$ cat config.mk
export PLATFORM = sky130hd
export DESIGN_NAME = noc_local_endpoint_flat
export DESIGN_NICKNAME = d
export VERILOG_FILES = /design/src/rtl/noc_pkg.sv /design/src/rtl/noc_local_endpoint_if.sv /design/src/rtl/noc_ep_rx_fifo.sv /design/src/rtl/noc_local_endpoint.sv /design/src/flat_wrapper.sv
export SDC_FILE = /design/constraint.sdc
export NUM_CORES = 1
export LEC_CHECK = 0
export BUFFER_PORTS_ARGS = -buffer_cell sky130_fd_sc_hd__buf_2
export CAP_MARGIN = 20
export CORE_MARGIN = 5
export CORE_UTILIZATION = 30
export DETAILED_ROUTE_END_ITERATION = 10
export PLACE_DENSITY = 0.48
export RECOVER_POWER = 50
export SLEW_MARGIN = 25
export SYNTH_ARGS = -nofsm -noshare
export SYNTH_HDL_FRONTEND = slang
export SYNTH_SLANG_ARGS = --single-unit
$ cat constraint.sdc
create_clock -name clk -period 2.8 [get_ports clk]
set_input_delay 0.28 -clock clk [delete_from_list [all_inputs] [get_ports clk]]
set_output_delay 0.28 -clock clk [all_outputs]
set_load 0.01 [all_outputs]
$ cat src/rtl/noc_pkg.sv
// Shared flit format and helpers for the NoC local endpoint.
// A flit carries the core payload above the router's routing field {x, y}.
package noc_pkg;

  localparam int FLIT_W = 16;

  typedef struct packed {
    logic [7:0] payload;
    logic [3:0] x;
    logic [3:0] y;
  } flit_t;

  function automatic logic [7:0] dest_of(input flit_t f);
    return {f.x, f.y};
  endfunction

endpackage

$ cat src/rtl/noc_local_endpoint_if.sv
// Bundle of core-side and router-side signals of the local endpoint.
// master = the core/router environment, slave = the endpoint itself.
interface noc_local_endpoint_if #(
  parameter int TX_CREDITS = 4
);
  localparam int CNT_W = $clog2(TX_CREDITS + 1);

  logic [7:0]                 tx_payload_i;
  logic [7:0]                 tx_dest_i;
  logic                       tx_valid_i;
  logic                       tx_ready_o;
  logic [noc_pkg::FLIT_W-1:0] net_data_o;
  logic                       net_enable_o;
  logic                       net_credit_i;
  logic [noc_pkg::FLIT_W-1:0] net_data_i;
  logic                       net_enable_i;
  logic                       net_credit_o;
  logic [noc_pkg::FLIT_W-1:0] rx_data_o;
  logic                       rx_valid_o;
  logic                       rx_pop_i;
  logic [CNT_W-1:0]           credit_cnt_o;
  logic                       rx_overflow_o;
  logic                       credit_err_o;
  logic [15:0]                tx_count_o;
  logic [15:0]                rx_count_o;
  logic [7:0]                 node_id_o;

  modport master (
    output tx_payload_i, tx_dest_i, tx_valid_i, net_credit_i,
           net_data_i, net_enable_i, rx_pop_i,
    input  tx_ready_o, net_data_o, net_enable_o, net_credit_o,
           rx_data_o, rx_valid_o, credit_cnt_o, rx_overflow_o,
           credit_err_o, tx_count_o, rx_count_o, node_id_o
  );

  modport slave (
    input  tx_payload_i, tx_dest_i, tx_valid_i, net_credit_i,
           net_data_i, net_enable_i, rx_pop_i,
    output tx_ready_o, net_data_o, net_enable_o, net_credit_o,
           rx_data_o, rx_valid_o, credit_cnt_o, rx_overflow_o,
           credit_err_o, tx_count_o, rx_count_o, node_id_o
  );

endinterface

$ cat src/rtl/noc_ep_rx_fifo.sv
// First-word fall-through RX FIFO. Pointers carry one extra wrap bit so
// full and empty are told apart by the MSB; a pop frees a slot for a push in the same cycle.
module noc_ep_rx_fifo #(
  parameter int  DEPTH = 4,
  parameter type T     = noc_pkg::flit_t
) (
  input  logic clk,
  input  logic rst,
  input  logic push,
  input  T     push_data,
  input  logic pop,
  output T     head,
  output logic empty,
  output logic full,
  output logic drop
);
  localparam int AW = $clog2(DEPTH);

  T              mem [DEPTH];
  logic [AW:0]   wr_ptr;
  logic [AW:0]   rd_ptr;
  logic          push_ok;
  logic          pop_ok;

  assign empty   = (wr_ptr == rd_ptr);
  assign full    = (wr_ptr[AW] != rd_ptr[AW]) && (wr_ptr[AW-1:0] == rd_ptr[AW-1:0]);
  assign pop_ok  = pop && !empty;
  assign push_ok = push && (!full || pop);
  assign drop    = push && full && !pop;
  assign head    = mem[rd_ptr[AW-1:0]];

  // NOTE: only the pointers are reset; storage needs no reset because
  // nothing is ever read from a slot that was not written since reset.
  always_ff @(posedge clk) begin
    if (push_ok) mem[wr_ptr[AW-1:0]] <= push_data;
  end

  // NOTE: sequential state uses non-blocking assignments so every register
  // samples pre-edge values regardless of statement order.
  always_ff @(posedge clk or negedge rst) begin
    if (!rst) begin
      wr_ptr <= '0;
      rd_ptr <= '0;
    end else begin
      if (push_ok) wr_ptr <= wr_ptr + 1'b1;
      if (pop_ok)  rd_ptr <= rd_ptr + 1'b1;
    end
  end

endmodule

$ cat src/rtl/noc_local_endpoint.sv
// Local-port endpoint: credit-controlled flit injection towards the router and
// an RX FIFO whose pops are returned to the router as credits.
module noc_local_endpoint
  import noc_pkg::*;
#(
  parameter logic [3:0] XCOORD     = 4'd0,
  parameter logic [3:0] YCOORD     = 4'd0,
  parameter int         TX_CREDITS = 4,
  parameter int         RX_DEPTH   = 4
) (
  input  logic                 clk,
  input  logic                 rst,
  noc_local_endpoint_if.slave  bus
);
  localparam int               CNT_W    = $clog2(TX_CREDITS + 1);
  localparam logic [CNT_W-1:0] CRED_MAX = CNT_W'(TX_CREDITS);

  logic [CNT_W-1:0] credits;
  logic             credit_err;
  flit_t            net_data;
  logic             net_enable;
  logic             net_credit;
  logic [15:0]      tx_count;
  logic [15:0]      rx_count;
  logic             rx_overflow;

  flit_t            tx_flit;
  flit_t            rx_head;
  logic             tx_fire;
  logic             rx_empty;
  logic             rx_full;
  logic             rx_drop;
  logic             rx_pop_ok;

  assign tx_flit   = '{payload: bus.tx_payload_i, x: bus.tx_dest_i[7:4], y: bus.tx_dest_i[3:0]};
  assign tx_fire   = bus.tx_valid_i && (credits != '0);
  assign rx_pop_ok = bus.rx_pop_i && !rx_empty;

  noc_ep_rx_fifo #(.DEPTH(RX_DEPTH), .T(flit_t)) u_rx_fifo (
    .clk       (clk),
    .rst       (rst),
    .push      (bus.net_enable_i),
    .push_data (flit_t'(bus.net_data_i)),
    .pop       (bus.rx_pop_i),
    .head      (rx_head),
    .empty     (rx_empty),
    .full      (rx_full),
    .drop      (rx_drop)
  );

  always_ff @(posedge clk or negedge rst) begin
    if (!rst) begin
      credits     <= CRED_MAX;
      credit_err  <= 1'b0;
      net_data    <= '0;
      net_enable  <= 1'b0;
      net_credit  <= 1'b0;
      tx_count    <= '0;
      rx_count    <= '0;
      rx_overflow <= 1'b0;
    end else begin
      net_enable <= tx_fire;
      if (tx_fire) begin
        net_data <= tx_flit;
        tx_count <= tx_count + 16'd1;
      end
      // A send and a returned credit in the same cycle cancel out.
      unique case ({tx_fire, bus.net_credit_i})
        2'b10:   credits <= credits - CNT_W'(1);
        2'b01: begin
          if (credits == CRED_MAX) credit_err <= 1'b1;
          else                     credits    <= credits + CNT_W'(1);
        end
        default: ;
      endcase
      net_credit <= rx_pop_ok;
      if (rx_pop_ok) rx_count <= rx_count + 16'd1;
      if (rx_drop)   rx_overflow <= 1'b1;
    end
  end

  assign bus.tx_ready_o    = (credits != '0);
  assign bus.net_data_o    = net_data;
  assign bus.net_enable_o  = net_enable;
  assign bus.net_credit_o  = net_credit;
  assign bus.rx_data_o     = rx_head;
  assign bus.rx_valid_o    = !rx_empty;
  assign bus.credit_cnt_o  = credits;
  assign bus.rx_overflow_o = rx_overflow;
  assign bus.credit_err_o  = credit_err;
  assign bus.tx_count_o    = tx_count;
  assign bus.rx_count_o    = rx_count;
  assign bus.node_id_o     = {XCOORD, YCOORD};

endmodule

$ cat src/flat_wrapper.sv
// flat-port wrapper written by rule: the top's interface ports become plain ports
module noc_local_endpoint_flat import noc_pkg::*;
#(
  parameter logic [3:0] XCOORD     = 4'd0,
  parameter logic [3:0] YCOORD     = 4'd0,
  parameter int         TX_CREDITS = 4,
  parameter int         RX_DEPTH   = 4
)
  (clk, rst, bus_tx_payload_i, bus_tx_dest_i, bus_tx_valid_i, bus_net_credit_i, bus_net_data_i, bus_net_enable_i, bus_rx_pop_i, bus_tx_ready_o, bus_net_data_o, bus_net_enable_o, bus_net_credit_o, bus_rx_data_o, bus_rx_valid_o, bus_credit_cnt_o, bus_rx_overflow_o, bus_credit_err_o, bus_tx_count_o, bus_rx_count_o, bus_node_id_o);
  noc_local_endpoint_if #(.TX_CREDITS(TX_CREDITS)) bus_i ();
  input  logic clk;
  input  logic rst;
  input wire logic [$bits(bus_i.tx_payload_i)-1:0] bus_tx_payload_i;
  input wire logic [$bits(bus_i.tx_dest_i)-1:0] bus_tx_dest_i;
  input wire logic [$bits(bus_i.tx_valid_i)-1:0] bus_tx_valid_i;
  input wire logic [$bits(bus_i.net_credit_i)-1:0] bus_net_credit_i;
  input wire logic [$bits(bus_i.net_data_i)-1:0] bus_net_data_i;
  input wire logic [$bits(bus_i.net_enable_i)-1:0] bus_net_enable_i;
  input wire logic [$bits(bus_i.rx_pop_i)-1:0] bus_rx_pop_i;
  output wire logic [$bits(bus_i.tx_ready_o)-1:0] bus_tx_ready_o;
  output wire logic [$bits(bus_i.net_data_o)-1:0] bus_net_data_o;
  output wire logic [$bits(bus_i.net_enable_o)-1:0] bus_net_enable_o;
  output wire logic [$bits(bus_i.net_credit_o)-1:0] bus_net_credit_o;
  output wire logic [$bits(bus_i.rx_data_o)-1:0] bus_rx_data_o;
  output wire logic [$bits(bus_i.rx_valid_o)-1:0] bus_rx_valid_o;
  output wire logic [$bits(bus_i.credit_cnt_o)-1:0] bus_credit_cnt_o;
  output wire logic [$bits(bus_i.rx_overflow_o)-1:0] bus_rx_overflow_o;
  output wire logic [$bits(bus_i.credit_err_o)-1:0] bus_credit_err_o;
  output wire logic [$bits(bus_i.tx_count_o)-1:0] bus_tx_count_o;
  output wire logic [$bits(bus_i.rx_count_o)-1:0] bus_rx_count_o;
  output wire logic [$bits(bus_i.node_id_o)-1:0] bus_node_id_o;
  assign bus_i.tx_payload_i = bus_tx_payload_i;
  assign bus_i.tx_dest_i = bus_tx_dest_i;
  assign bus_i.tx_valid_i = bus_tx_valid_i;
  assign bus_i.net_credit_i = bus_net_credit_i;
  assign bus_i.net_data_i = bus_net_data_i;
  assign bus_i.net_enable_i = bus_net_enable_i;
  assign bus_i.rx_pop_i = bus_rx_pop_i;
  assign bus_tx_ready_o = bus_i.tx_ready_o;
  assign bus_net_data_o = bus_i.net_data_o;
  assign bus_net_enable_o = bus_i.net_enable_o;
  assign bus_net_credit_o = bus_i.net_credit_o;
  assign bus_rx_data_o = bus_i.rx_data_o;
  assign bus_rx_valid_o = bus_i.rx_valid_o;
  assign bus_credit_cnt_o = bus_i.credit_cnt_o;
  assign bus_rx_overflow_o = bus_i.rx_overflow_o;
  assign bus_credit_err_o = bus_i.credit_err_o;
  assign bus_tx_count_o = bus_i.tx_count_o;
  assign bus_rx_count_o = bus_i.rx_count_o;
  assign bus_node_id_o = bus_i.node_id_o;
  noc_local_endpoint #(.XCOORD(XCOORD), .YCOORD(YCOORD), .TX_CREDITS(TX_CREDITS), .RX_DEPTH(RX_DEPTH)) u_core (.clk(clk), .rst(rst), .bus(bus_i));
endmodule
==> After elaboration in Yosys (flattened, before gate mapping) <==
Memories as Yosys holds them, arrays and structs flattened.
Cells that the tools add are included.
{ "totals": {"ff_bits": 61, "mem_bits_rw": 64, "in_bits": 38, "output_inout_bits": 81, "elab_cells": 44, "memories": 1} }
{ "mem_list": {"columns": ["name", "depth", "word_bits", "read_ports", "rd_ports_with_merged_regs", "wr", "line", "rtl"], "rows": [
  ["u_core.u_rx_fifo.mem", 4, 16, 1, 0, 1, "noc_ep_rx_fifo.sv:19", "T mem [DEPTH];"]
]} }
{ "classes": {"add_sub_neg": 6, "eq_ne": 7, "mux": 4, "reduce_logical": 14} }
{ "op_table": {"columns": ["operator", "n"], "rows": [
  ["adder 16 x 1 -> 16 bit, second input constant", 2],
  ["adder 3 x 1 -> 3 bit, second input constant", 3],
  ["logical AND 1 bit", 6],
  ["case mux 3 bit (2 select lines)", 1],
  ["AND reduction 2 bit", 2],
  ["== test 3 bit", 1],
  ["== test 3 bit, second input constant", 1],
  ["zero test 1 bit", 3],
  ["two-way mux 3 bit", 1],
  ["nonzero test 3 bit", 1],
  ["subtractor 3 x 1 -> 3 bit, second input constant", 1],
  ["== test 2 x 1 -> 1 bit, second input constant", 1],
  ["== test 2 bit", 1],
  ["== test 2 bit, second input constant", 1],
  ["two-way mux 1 bit", 2],
  ["inequality test 2 bit, second input constant", 1],
  ["nonzero test 2 bit", 1],
  ["logical OR 1 bit", 1],
  ["inequality test 1 bit", 1]
]} }

==> Logic depth before layout (Yosys ltp) <==
Gate-level depths: netlist of run 1.
{ "logic_depth": {"word_depth": 7, "ltp_mapped": 10, "ltp_nobuf": 7} }

==> Hierarchy <==
From an unflattened synthesis of run 1, not the netlist that was laid out.
{ "unflattened": {"hier_cells": 350, "hier_area_um2": 5232.5} }
{ "modules_own_cells": {"columns": ["mod", "instances", "cells_each", "area_per_inst_um2", "seq_area_each_um2"], "rows": [
  ["noc_ep_rx_fifo", 1, 126, 2802.7, 2072.0],
  ["noc_local_endpoint", 1, 224, 2429.8, 1377.6]
]} }

==> Worst setup path after synthesis of run 1 <==
No wires, ideal clock.
{ "synth_path": {"kind": "flip-flop to flip-flop", "from": "reg u_core.credits[0] (netlist: u_core.bus.credit_cnt_o[0])", "to": "reg u_core.credits[1] (netlist: u_core.bus.credit_cnt_o[1])", "setup_ns": 0.065, "t_arrival_ns": 2.280, "required_ns": 2.735, "setup_slack_ns": 0.455, "stages_incl_launch_ff": 9, "path_buffers": 2, "period_less_slack_ns": 2.345, "cell_sequence": "dfrtp_1 -> o31ai_2 -> buf_2 -> buf_2 -> nand2_1 -> fa_1 -> o21ai_0 -> a311oi_1 -> o22a_1"} }
{ "synth_via": {"elab_chain_cells": 5, "word_cells_on_any_way": 12, "classes_between": "2 x add/sub; 4 x eq/ne; 2 x mux; 4 x reduce/logical"} }
{ "synth_lines": {"columns": ["item", "line", "rtl"], "rows": [
  ["from (decl)", "noc_local_endpoint.sv:18", "logic [CNT_W-1:0] credits;"],
  ["from (signal assigned)", "noc_local_endpoint.sv:69", "2'b10: credits <= credits - CNT_W'(1);"],
  ["from (signal assigned)", "noc_local_endpoint.sv:72", "else credits <= credits + CNT_W'(1);"],
  ["branches (longest 5 deep; another with adder 3 x 1 -> 3 bit)", null, null]
]} }
Several ways; the timed one is not identified. The select of a mux whose other input is x is not followed.
A chain may end at the register's enable or synchronous reset.

==> Final worst setup path of run 1 <==
Same ends and word-level chain as after synthesis.

==> reports/qor.yml, run 1 <==
cts:
  cts_setup_buffers: 0
  cts_made_buffers: 17
  h-tree-depth: 4
  cts_root_buf: "clkbuf_16"
  clkTransAtPathRegs_ns: 0.06
  holdBufCountCts: 1
  cts.sinks: 125
  insertion_delay_ns: 0.41
  cts_tree: "yes"
  cts_resized: 0
  cts_buffer_depth: 2
setup_path:
  end_kind: "flop"
  timing.critical_path.cells: "o31ai_2 -> nand2_1 -> fa_1 -> o21ai_0 -> a311oi_1 -> o22a_1"
  cp.required_ns: 3.15
  worst-path-max-fanout: 9
  path_class: "flop to flop"
  start_kind: "flop"
  crit_path_top_delay_cell: "o31ai_2"
  arrival_ns: 2.59
  reg2reg_depth: 6
  slowest_delay_ns: 0.52
sta:
  tns_ns: 0
  slew_headroom_pct: 26.97
  maxSlewViolCount: 0
  finClkSkew_ns: 0.01059
  rsz0062_at_grt: "false"
  setup_viol: 0
  tightest_slew_ns: 1.096
  min_period_ns: 2.245
  fin_crit_sh_pct: 80.18
  final_hold_viol_count: 0
  fmax_ghz: 0.4454
final_layout:
  post_route_cells_drive_above_1_share_pct: 25.51
  diodes: 0
  layout_commonest_cell: "nand2_1"
  nNetsFinal: 519
  final_cell_mix: "nand2_1 (65), edfxtp_1 (64), dfrtp_1 (60)"
  syn_to_final_growth_pct: 25.53
global_routing:
  grt_usage_pct: 11.27
  grt_first_pass_wirelength_microns: 17370
  grt_pass1_vias: 3246
  grt_overflow: 0
  antenna_found_initial: 0
  grt_max_degree: 25
detailed_routing:
  met1_length_microns: 4864
  first_iter_violations: 188
  drc_errors: 0
  vias: 3117
  top_layer: "met4"
  wl_met3_microns: 558
  avgViaCountPerCell: 4.384
  met2_length_microns: 5258
  routed_wl_microns: 10870
  final_antenna_net_count: 0
  wl_per_cell_microns: 15.29
  drtPass1Iterations: 6
power_and_ir_drop:
  p_per_area_nw_per_um2: 1080
  seqPwrFrac_pct: 39.6
  switching_share_pct: 33.01
  vdd_ir_drop_max_mv: 0.5261
  p_sw_mw: 2.308
  p_leak_nw: 2.639
  power_frac_comb_pct: 29.8
  cellInternalPower_mw: 4.683
  clkPwrFrac_pct: 30.6
  fin_total_pwr_mw: 6.991
logic_synthesis:
  synth_area_leaders: "edfxtp_1 (37%), dfrtp_1 (29%), mux4_2 (7.0%), xnor2_1 (4.8%), nand2_1 (4.7%)"
  syn-cell-area_sq_um: 5155
  synth_top_cell_by_area: "edfxtp_1"
  ys_types: 42
  synth-edff-count: 64
  synth_top_area_share_pct: 37.28
  synthCells: 350
  ys.flop_type: "edfxtp_1"
  yosysWarningCount: 0
  syn_area_per_cell_sq_um: 14.73
  synth-seq-area-share_pct: 66.92
  ys_ff_latch: 125
  async_flop_share_pct: 48.80
floorplanning:
  coreArea_sq_um: 17060
  die_y_microns: 141.1
  row_count: 48
  ioPinCount: 119
  initial_core_util_pct: 30.22
  die_area_sq_um: 19910
  die_w_microns: 141.1
place:
  hpwl_microns: 7537
  gp_congestion: 0.7647
  portBuffers: 110
worst_hold_path:
  hold-path-cell-count: 3
  hold_path.class: "primary input to flop"
status:
  status: "complete, no violations"
job:
  maxCapViolations: 0
==> worst paths after layout <==
check                                      startpoint                          to  slack [ns]
setup / recovery           u_core.bus.credit_cnt_o[0]  u_core.bus.credit_cnt_o[1]        0.55
hold / removal                       bus_tx_dest_i[3]    u_core.bus.net_data_o[3]        0.06
setup reg to reg           u_core.bus.credit_cnt_o[0]  u_core.bus.credit_cnt_o[1]        0.55
hold reg to reg             u_core.bus.rx_count_o[15]   u_core.bus.rx_count_o[15]        0.47
max in group asynchronous                         rst  u_core.u_rx_fifo.wr_ptr[2]        0.67
min in group asynchronous                         rst    u_core.bus.rx_count_o[9]        0.60
==> critical path: cells and delay by family (launching register included) <==
kind | cells | cell delay [ns]
AND/OR/NAND/NOR | 1 | 0.13
adder cells (fa/ha/maj) | 1 | 0.51
flip-flops | 1 | 0.48
AO/OA/AOI/OAI | 4 | 1.07
==> Yosys cell counts (2+ instances only) <==
cell and count:
nand2_1 65, edfxtp_1 64, dfrtp_1 60, xnor2_1 28, mux4_2 16, nand3_1 13
nor2_1 11, buf_4 9, inv_1 9, xor2_1 9, and3_1 7, ha_1 7
nand4_1 7, clkbuf_1 5, and4_1 4, buf_2 4, o21ai_0 3, xnor2_2 3
a41o_1 2, mux2_2 2
==> logic make-up (layout without fill, tap and decap cells) <==
group | Yosys count | after routing | share of synthesized area, %
other cells | 1 | 8 | 0.07275
buf+inv | 29 | 158 | 3.010
flops | 125 | 125 | 66.92
xor+xnor | 40 | 40 | 7.233
simple gates | 112 | 112 | 9.830
fa+ha+maj | 8 | 8 | 2.087
compound gates | 16 | 16 | 3.204
mux | 19 | 19 | 7.646
==> stage by stage <==
step | worst slack (ns) | utilization, % | hold WS (ns) | instance area (sq um) | std cells
2_1_floorplan | 0.4548 | - | -0.01559 | 5181 | 357
3_3_place_gp | 0.5338 | 34.87 | 0.2563 | 5947 | 678
3_5_place_dp | 0.4974 | 34.87 | 0.2652 | 5947 | 678
4_1_cts | 0.4862 | 38.33 | 0.03865 | 6538 | 711
5_1_grt | 0.2088 | 37.94 | 0.05134 | 6471 | 711
6_report | 0.5549 | 37.94 | 0.06155 | 6471 | 711
==> power groups by stage <==
stage	Clock, mW	Combinational, mW	Sequential (mW)
floorplan	0	1.30	2.84
global placement	0	2.15	2.79
detailed placement	0	2.18	2.80
CTS	2.19	2.18	2.78
global route	2.27	2.31	2.83
finish	2.14	2.08	2.77
==> sequential cells by signal (all words and copies together) (netlist names) <==
name and flops:
u_core.bus.net_credit_o 1, u_core.bus.net_enable_o 1, u_core.bus.credit_cnt_o 3, u_core.bus.net_data_o 16, u_core.u_rx_fifo.wr_ptr 3, u_core.bus.rx_count_o 16, u_core.u_rx_fifo.rd_ptr 3, u_core.u_rx_fifo.mem 64
u_core.bus.tx_count_o 16, u_core.bus.credit_err_o 1, u_core.bus.rx_overflow_o 1
==> layer usage <==
metal,vias to the layer above,GRT usage [%]
met5,-,0
met4,0,4.946
met3,14,3.901
met2,86,17.71
met1,1529,14.09
li1,1488,-
==> final cells by class <==
cell class | instances | area [sq um]
clock buffer | 21 | 460.4
clock inverter | 11 | 120.1
fill | 1703 | 10590
inverter | 9 | 33.78
multi-input combinational | 203 | 1592
sequential | 125 | 3450
tap | 225 | 281.5
timing repair buffer | 117 | 534.3
Power figures use the tool's default switching activity.
==> inputs of run 2 (changes only) <==
Settings changed: PLACE_DENSITY 0.48 to 0.49.
Clock period 2.8 ns to 2 ns, I/O delays scaled along.
==> reports/qor.yml, run 2 (synthesized netlist as in run 1, its figures left out) <==
global_routing:
  antenna_found_initial: 0  # unchanged
  grt_max_degree: 41  # was 25
  grt_usage_pct: 11.80  # was 11.27%
  grt_overflow: 0  # unchanged
  grt_first_pass_wirelength_microns: 18090  # was 17370 microns
  grt_pass1_vias: 3451  # was 3246
cts:
  insertion_delay_ns: 0.41  # about the same
  cts_made_buffers: 17  # unchanged
  cts_root_buf: "clkbuf_16"  # unchanged
  cts_buffer_depth: 2  # unchanged
  cts.sinks: 125  # unchanged
  cts_tree: "yes"  # unchanged
  h-tree-depth: 4  # unchanged
  clkTransAtPathRegs_ns: 0.05  # was 0.06 ns
worst_hold_path:
  min_to: "u_core.bus.rx_overflow_o"  # was u_core.bus.net_data_o[3]
  hold_path.class: "primary input to flop"  # unchanged
  min_from: "bus_net_enable_i"  # was bus_tx_dest_i[3]
  hold-path-cell-count: 2  # was 3
power_and_ir_drop:
  cellInternalPower_mw: 7.355  # was 4.683 mW
  switching_share_pct: 30.89  # was 33.01%
  power_frac_comb_pct: 32.5  # was 29.8%
  seqPwrFrac_pct: 36.4  # was 39.6%
  p_sw_mw: 3.287  # was 2.308 mW
  vdd_ir_drop_max_mv: 0.6155  # was 0.5261 mV
  fin_total_pwr_mw: 10.64  # was 6.991 mW
  p_leak_nw: 2.951  # was 2.639 nW
  clkPwrFrac_pct: 31.0  # was 30.6%
  p_per_area_nw_per_um2: 1498  # was 1080 nW/um^2
final_layout:
  syn_to_final_growth_pct: 37.82  # was 25.53%
  fin_cells: 756  # was 711
  diodes: 0  # unchanged
  layout_commonest_cell: "nand2_1"  # unchanged
  multiInputGateArea_sq_um: 1595  # was 1592 sq um
  register_area_sq_um: 3451  # was 3450 sq um
  largest_reg_flops: 64  # unchanged
  final.fill_count: 1653  # was 1703
  post_route_cells_drive_above_1_share_pct: 26.93  # was 25.51%
  nNetsFinal: 564  # was 519
  final_cell_mix: "nand2_1 (65), edfxtp_1 (64), dfrtp_1 (59)"  # was nand2_1 (65), edfxtp_1 (64), dfrtp_1 (60)
floorplanning:
  initial_core_util_pct: 30.22  # unchanged
  die_area_sq_um: 19910  # unchanged
  row_count: 48  # unchanged
  coreArea_sq_um: 17060  # unchanged
  die_w_microns: 141.1  # unchanged
  die_y_microns: 141.1  # unchanged
  ioPinCount: 119  # unchanged
detailed_routing:
  routed_wl_microns: 11020  # was 10870 microns
  met1_length_microns: 4707  # was 4864 microns
  wl_per_cell_microns: 14.57  # was 15.29 microns
  avgViaCountPerCell: 4.401  # was 4.384
  wl_met3_microns: 617  # was 558 microns
  top_layer: "met4"  # unchanged
  drtPass1Iterations: 4  # was 6
  drc_errors: 0  # unchanged
  met2_length_microns: 5452  # was 5258 microns
  vias: 3327  # was 3117
  first_iter_violations: 107  # was 188
  final_antenna_net_count: 0  # unchanged
sta:
  timing.final.ws_setup_ns: 0.04383  # was 0.5549 ns
  tns_ns: 0  # unchanged
  min_period_ns: 1.956
  slew_headroom_pct: 22.46  # was 26.97%
  fin_crit_sh_pct: 97.81
  rsz0062_at_grt: "true"  # was false
  tightest_slew_ns: 1.163  # was 1.096 ns
  whs_ns: 0.08168  # was 0.06155 ns
  setup_viol: 0  # unchanged
  maxSlewViolCount: 0  # unchanged
  finClkSkew_ns: 0.006222  # was 0.01059 ns
  final_hold_viol_count: 0  # unchanged
  fmax_ghz: 0.5112
setup_path:
  start_kind: "flop"  # unchanged
  timing.critical_path.cells: "buf_12 -> mux4_2 -> buf_6"  # was o31ai_2 -> nand2_1 -> fa_1 -> o21ai_0 -> a311oi_1 -> o22a_1
  path_class: "flop to output pin"  # was flop to flop
  crit_path_top_delay_cell: "mux4_2"  # was o31ai_2
  timing.rr.end: "u_core.bus.credit_cnt_o[1]"  # unchanged
  reg2reg_depth: 6  # unchanged
  r2r-start: "u_core.bus.credit_cnt_o[0]"  # unchanged
  cp.required_ns: 1.80  # was 3.15 ns
  slowest_delay_ns: 0.55  # was 0.52 ns
  end_kind: "output pin"  # was flop
  worst-path-max-fanout: 5  # was 9
  reg2reg_setup_slack_ns: 0.14  # was 0.55 ns
  arrival_ns: 1.76  # was 2.59 ns
place:
  place_inst: 685  # was 678
  gp_congestion: 0.7296  # was 0.7647
  portBuffers: 110  # unchanged
  hpwl_microns: 7324  # was 7537 microns
  place_ws_ns: 0.09397  # was 0.4974 ns
job:
  maxCapViolations: 0  # unchanged
status:
  status: "complete, no violations"  # unchanged
-- run 2: power by group through the flow --
stage,combinational [mW],clock [mW],sequential [mW]
detailed placement,3.25,0,3.91
CTS,3.43,3.40,3.89
floorplan,1.84,0,3.99
global route,3.81,3.52,3.98
finish,3.46,3.30,3.88
global placement,3.21,0,3.88
-- run 2: critical path: cells and delay by family (launching register included) --
| kind | cells | cell delay, ns |
|---|---|---|
| buffers and inverters | 2 | 0.32 |
| flip-flops | 1 | 0.48 |
| multiplexers | 1 | 0.55 |
-- run 2: per-stage QoR --
stage	cell area (sq um)	utilization, %
3_5_place_dp	6072	35.60
3_3_place_gp	6072	35.60
2_1_floorplan	5202	-
5_1_grt	7104	41.65
6_report	7104	41.65
4_1_cts	7092	41.58
-- run 2: layout make-up --
type | count | share of cell area (%)
sequential | 125 | 48.57
multi-input combinational | 203 | 22.46
timing repair buffer | 162 | 15.53
clock buffer | 20 | 6.287
tap | 225 | 3.963
clock inverter | 12 | 2.712
inverter | 9 | 0.4755
-- run 2: worst max path at each step --
stage                                    start                    endpoint  slack (ns)  cells past startpoint
detailed placement  u_core.bus.credit_cnt_o[0]  u_core.bus.credit_cnt_o[1]        0.09                      6
floorplan           u_core.bus.credit_cnt_o[0]  u_core.bus.credit_cnt_o[1]       -0.19                      8
finish              u_core.u_rx_fifo.rd_ptr[0]           bus_rx_data_o[10]        0.04                      3
global route        u_core.u_rx_fifo.rd_ptr[0]           bus_rx_data_o[10]       -0.03                      3
global placement    u_core.bus.credit_cnt_o[0]  u_core.bus.credit_cnt_o[1]        0.19                      6
CTS                 u_core.u_rx_fifo.rd_ptr[0]           bus_rx_data_o[10]      -0.003                      3
-- run 2: what timing repair did --
item	4_1_cts	5_1_grt
hold buffers	33	0
pin swaps	0	1
cloned	1	1
buffers inserted	2	2
resized for setup	3	6
endpoints found under the hold margin	140	0
setup endpoints to repair	5	4
-- run 2: per-layer routing --
metal	track usage, %	vias up
li1	-	1576
met1	14.68	1644
met5	0	-
met2	18.56	86
met4	5.099	0
met3	4.240	21
==> inputs of run 3 (changes only) <==
Settings changed: PLACE_DENSITY 0.49 to 0.59.
==> reports/qor.yml, run 3 (synthesized netlist as in run 1, its figures left out) <==
detailed_routing:
  first_iter_violations: 101  # was 107
  avgViaCountPerCell: 4.355  # was 4.401
  routed_wl_microns: 10960  # was 11020 microns
  drtPass1Iterations: 4  # unchanged
  final_antenna_net_count: 0  # unchanged
  vias: 3266  # was 3327
  drc_errors: 0  # unchanged
  wl_per_cell_microns: 14.61  # was 14.57 microns
setup_path:
  arrival_ns: 1.72  # was 1.76 ns
  path_class: "flop to output pin"  # unchanged
  crit_path_top_delay_cell: "mux4_2"  # unchanged
  cp.required_ns: 1.80  # about the same
  critPathTopFamily: "multiplexers"  # unchanged
  start_kind: "flop"  # unchanged
  timing.critical_path.cells: "buf_12 -> mux4_2 -> buf_2"  # was buf_12 -> mux4_2 -> buf_6
  slowest_delay_ns: 0.53  # was 0.55 ns
  worst-path-max-fanout: 9  # was 5
  cp_num_buf_inv: 2  # unchanged
  end_kind: "output pin"  # unchanged
sta:
  maxSlewViolCount: 0  # unchanged
  rsz0062_at_grt: "false"  # was true
  min_period_ns: 1.919  # was 1.956 ns
  finClkSkew_ns: 0.008745  # was 0.006222 ns
  fmax_ghz: 0.5210  # was 0.5112 GHz
  tightest_slew_ns: 1.187  # was 1.163 ns
  fin_crit_sh_pct: 95.97  # was 97.81%
  final_hold_viol_count: 0  # unchanged
  slew_headroom_pct: 20.90  # was 22.46%
  setup_viol: 0  # unchanged
place:
  place_inst: 685  # unchanged
  hpwl_microns: 7359  # was 7324 microns
  portBuffers: 110  # unchanged
  gp_congestion: 0.7224  # was 0.7296
power_and_ir_drop:
  p_per_area_nw_per_um2: 1424  # was 1498 nW/um^2
  vdd_ir_drop_max_mv: 0.6714  # was 0.6155 mV
  fin_total_pwr_mw: 9.782  # was 10.64 mW
  p_leak_nw: 2.817  # was 2.951 nW
cts:
  insertion_delay_ns: 0.41  # about the same
  cts_buffer_depth: 2  # unchanged
  cts_made_buffers: 17  # unchanged
  cts_root_buf: "clkbuf_16"  # unchanged
  h-tree-depth: 4  # unchanged
  cts_tree: "yes"  # unchanged
  clkTransAtPathRegs_ns: 0.05  # about the same
  cts.sinks: 125  # unchanged
final_layout:
  layout_commonest_cell: "nand2_1"  # unchanged
  largest_reg_flops: 64  # unchanged
  final.fill_count: 1606  # was 1653
  fin_cells: 750  # was 756
  nNetsFinal: 558  # was 564
  diodes: 0  # unchanged
  final_cell_mix: "nand2_1 (65), edfxtp_1 (64), buf_2 (58), dfrtp_1 (58), clkbuf_1 (56)"  # was nand2_1 (65), edfxtp_1 (64), dfrtp_1 (59)
  syn_to_final_growth_pct: 33.23  # was 37.82%
  post_route_cells_drive_above_1_share_pct: 25.33  # was 26.93%
floorplanning:
  coreArea_sq_um: 17060  # unchanged
  initial_core_util_pct: 30.22  # unchanged
  ioPinCount: 119  # unchanged
  die_area_sq_um: 19910  # unchanged
  die_w_microns: 141.1  # unchanged
  row_count: 48  # unchanged
  die_y_microns: 141.1  # unchanged
global_routing:
  grt_overflow: 0  # unchanged
  grt_usage_pct: 11.73  # was 11.80%
  grt_first_pass_wirelength_microns: 17920  # was 18090 microns
  grt_max_degree: 25  # was 41
  antenna_found_initial: 0  # unchanged
  grt_pass1_vias: 3425  # was 3451
worst_hold_path:
  hold_path.class: "primary input to flop"  # unchanged
job:
  maxCapViolations: 0  # unchanged
status:
  status: "complete, no violations"  # unchanged
==> run 3: changes by cell type in the layout (fill, tap and decap cells not counted), moves of 3 or more <==
cell,change
buf_6,-7
bufinv_16,-5
clkinvlp_4,+3
clkinv_2,+3
buf_4,-3
clkbuf_1,+7
==> run 3: final cells by class <==
type	count	area [sq um]	share of cell area (%)
flip-flops and latches	125	3452	50.26
multi-input cells	203	1590	23.16
repair buffers	156	987.2	14.37
clock buffers	21	450.4	6.559
well taps	225	281.5	4.099
clock inverters	11	72.57	1.057
inverters	9	33.78	0.4919
==> run 3: worst register-to-register path, cell delays in order, from the launching register on <==
cell and delay [ns]:
dfrtp_2 0.47, o31ai_4 0.24, nand2_1 0.09, fa_1 0.50, o21ai_0 0.08, a311oi_1 0.27, o22a_1 0.17
==> run 3: repair_timing <==
| item | in CTS | in global routing |
|---|---|---|
| hold buffers | 30 | 1 |
| setup buffers | 0 | 1 |
| endpoints found under the hold margin | 87 | 4 |
| gates cloned | 1 | 0 |
| endpoints found under the setup margin | 2 | 5 |
| resized for setup | 2 | 0 |
==> run 3: metrics by stage <==
step                      hold slack, ns  cell area (sq um)  util, %  setup slack (ns)  TNS [ns]
after detailed placement          0.1982               6067    35.57            0.1217         0
after floorplan                 -0.09559               5202        -           -0.1880    -6.153
after CTS                      0.0002088               6919    40.57          0.009658         0
after global placement            0.1884               6067    35.57            0.1770         0
after global routing             0.05395               6868    40.27           0.01362         0
final                            0.07291               6868    40.27           0.08054         0
==> run 3: power breakdown <==
group | total, mW | switching (mW) | internal [mW]
Combinational | 3.22 | 1.71 | 1.51
Sequential | 3.88 | 0.474 | 3.41
Clock | 2.68 | 1.07 | 1.60
==> run 3: final timing paths <==
kind,slack (ns),to,cells past startpoint,startpoint
max in group asynchronous,0.38,u_core.bus.rx_overflow_o,3,rst
min in group asynchronous,0.55,u_core.bus.tx_count_o[0],2,rst
hold reg to reg,0.46,u_core.bus.rx_count_o[15],1,u_core.bus.rx_count_o[15]
setup / recovery,0.08,bus_rx_data_o[10],3,u_core.u_rx_fifo.rd_ptr[0]
setup reg to reg,0.10,u_core.bus.credit_cnt_o[1],6,u_core.bus.credit_cnt_o[0]
hold / removal,0.07,u_core.bus.rx_overflow_o,2,bus_net_enable_i
==> run 3: per-layer routing <==
metal | part of all wire [%] | global-route usage, %
met5 | 0 | 0
met4 | 1.9 | 4.895
met3 | 6.7 | 4.749
met2 | 49 | 18.96
met1 | 42 | 13.90
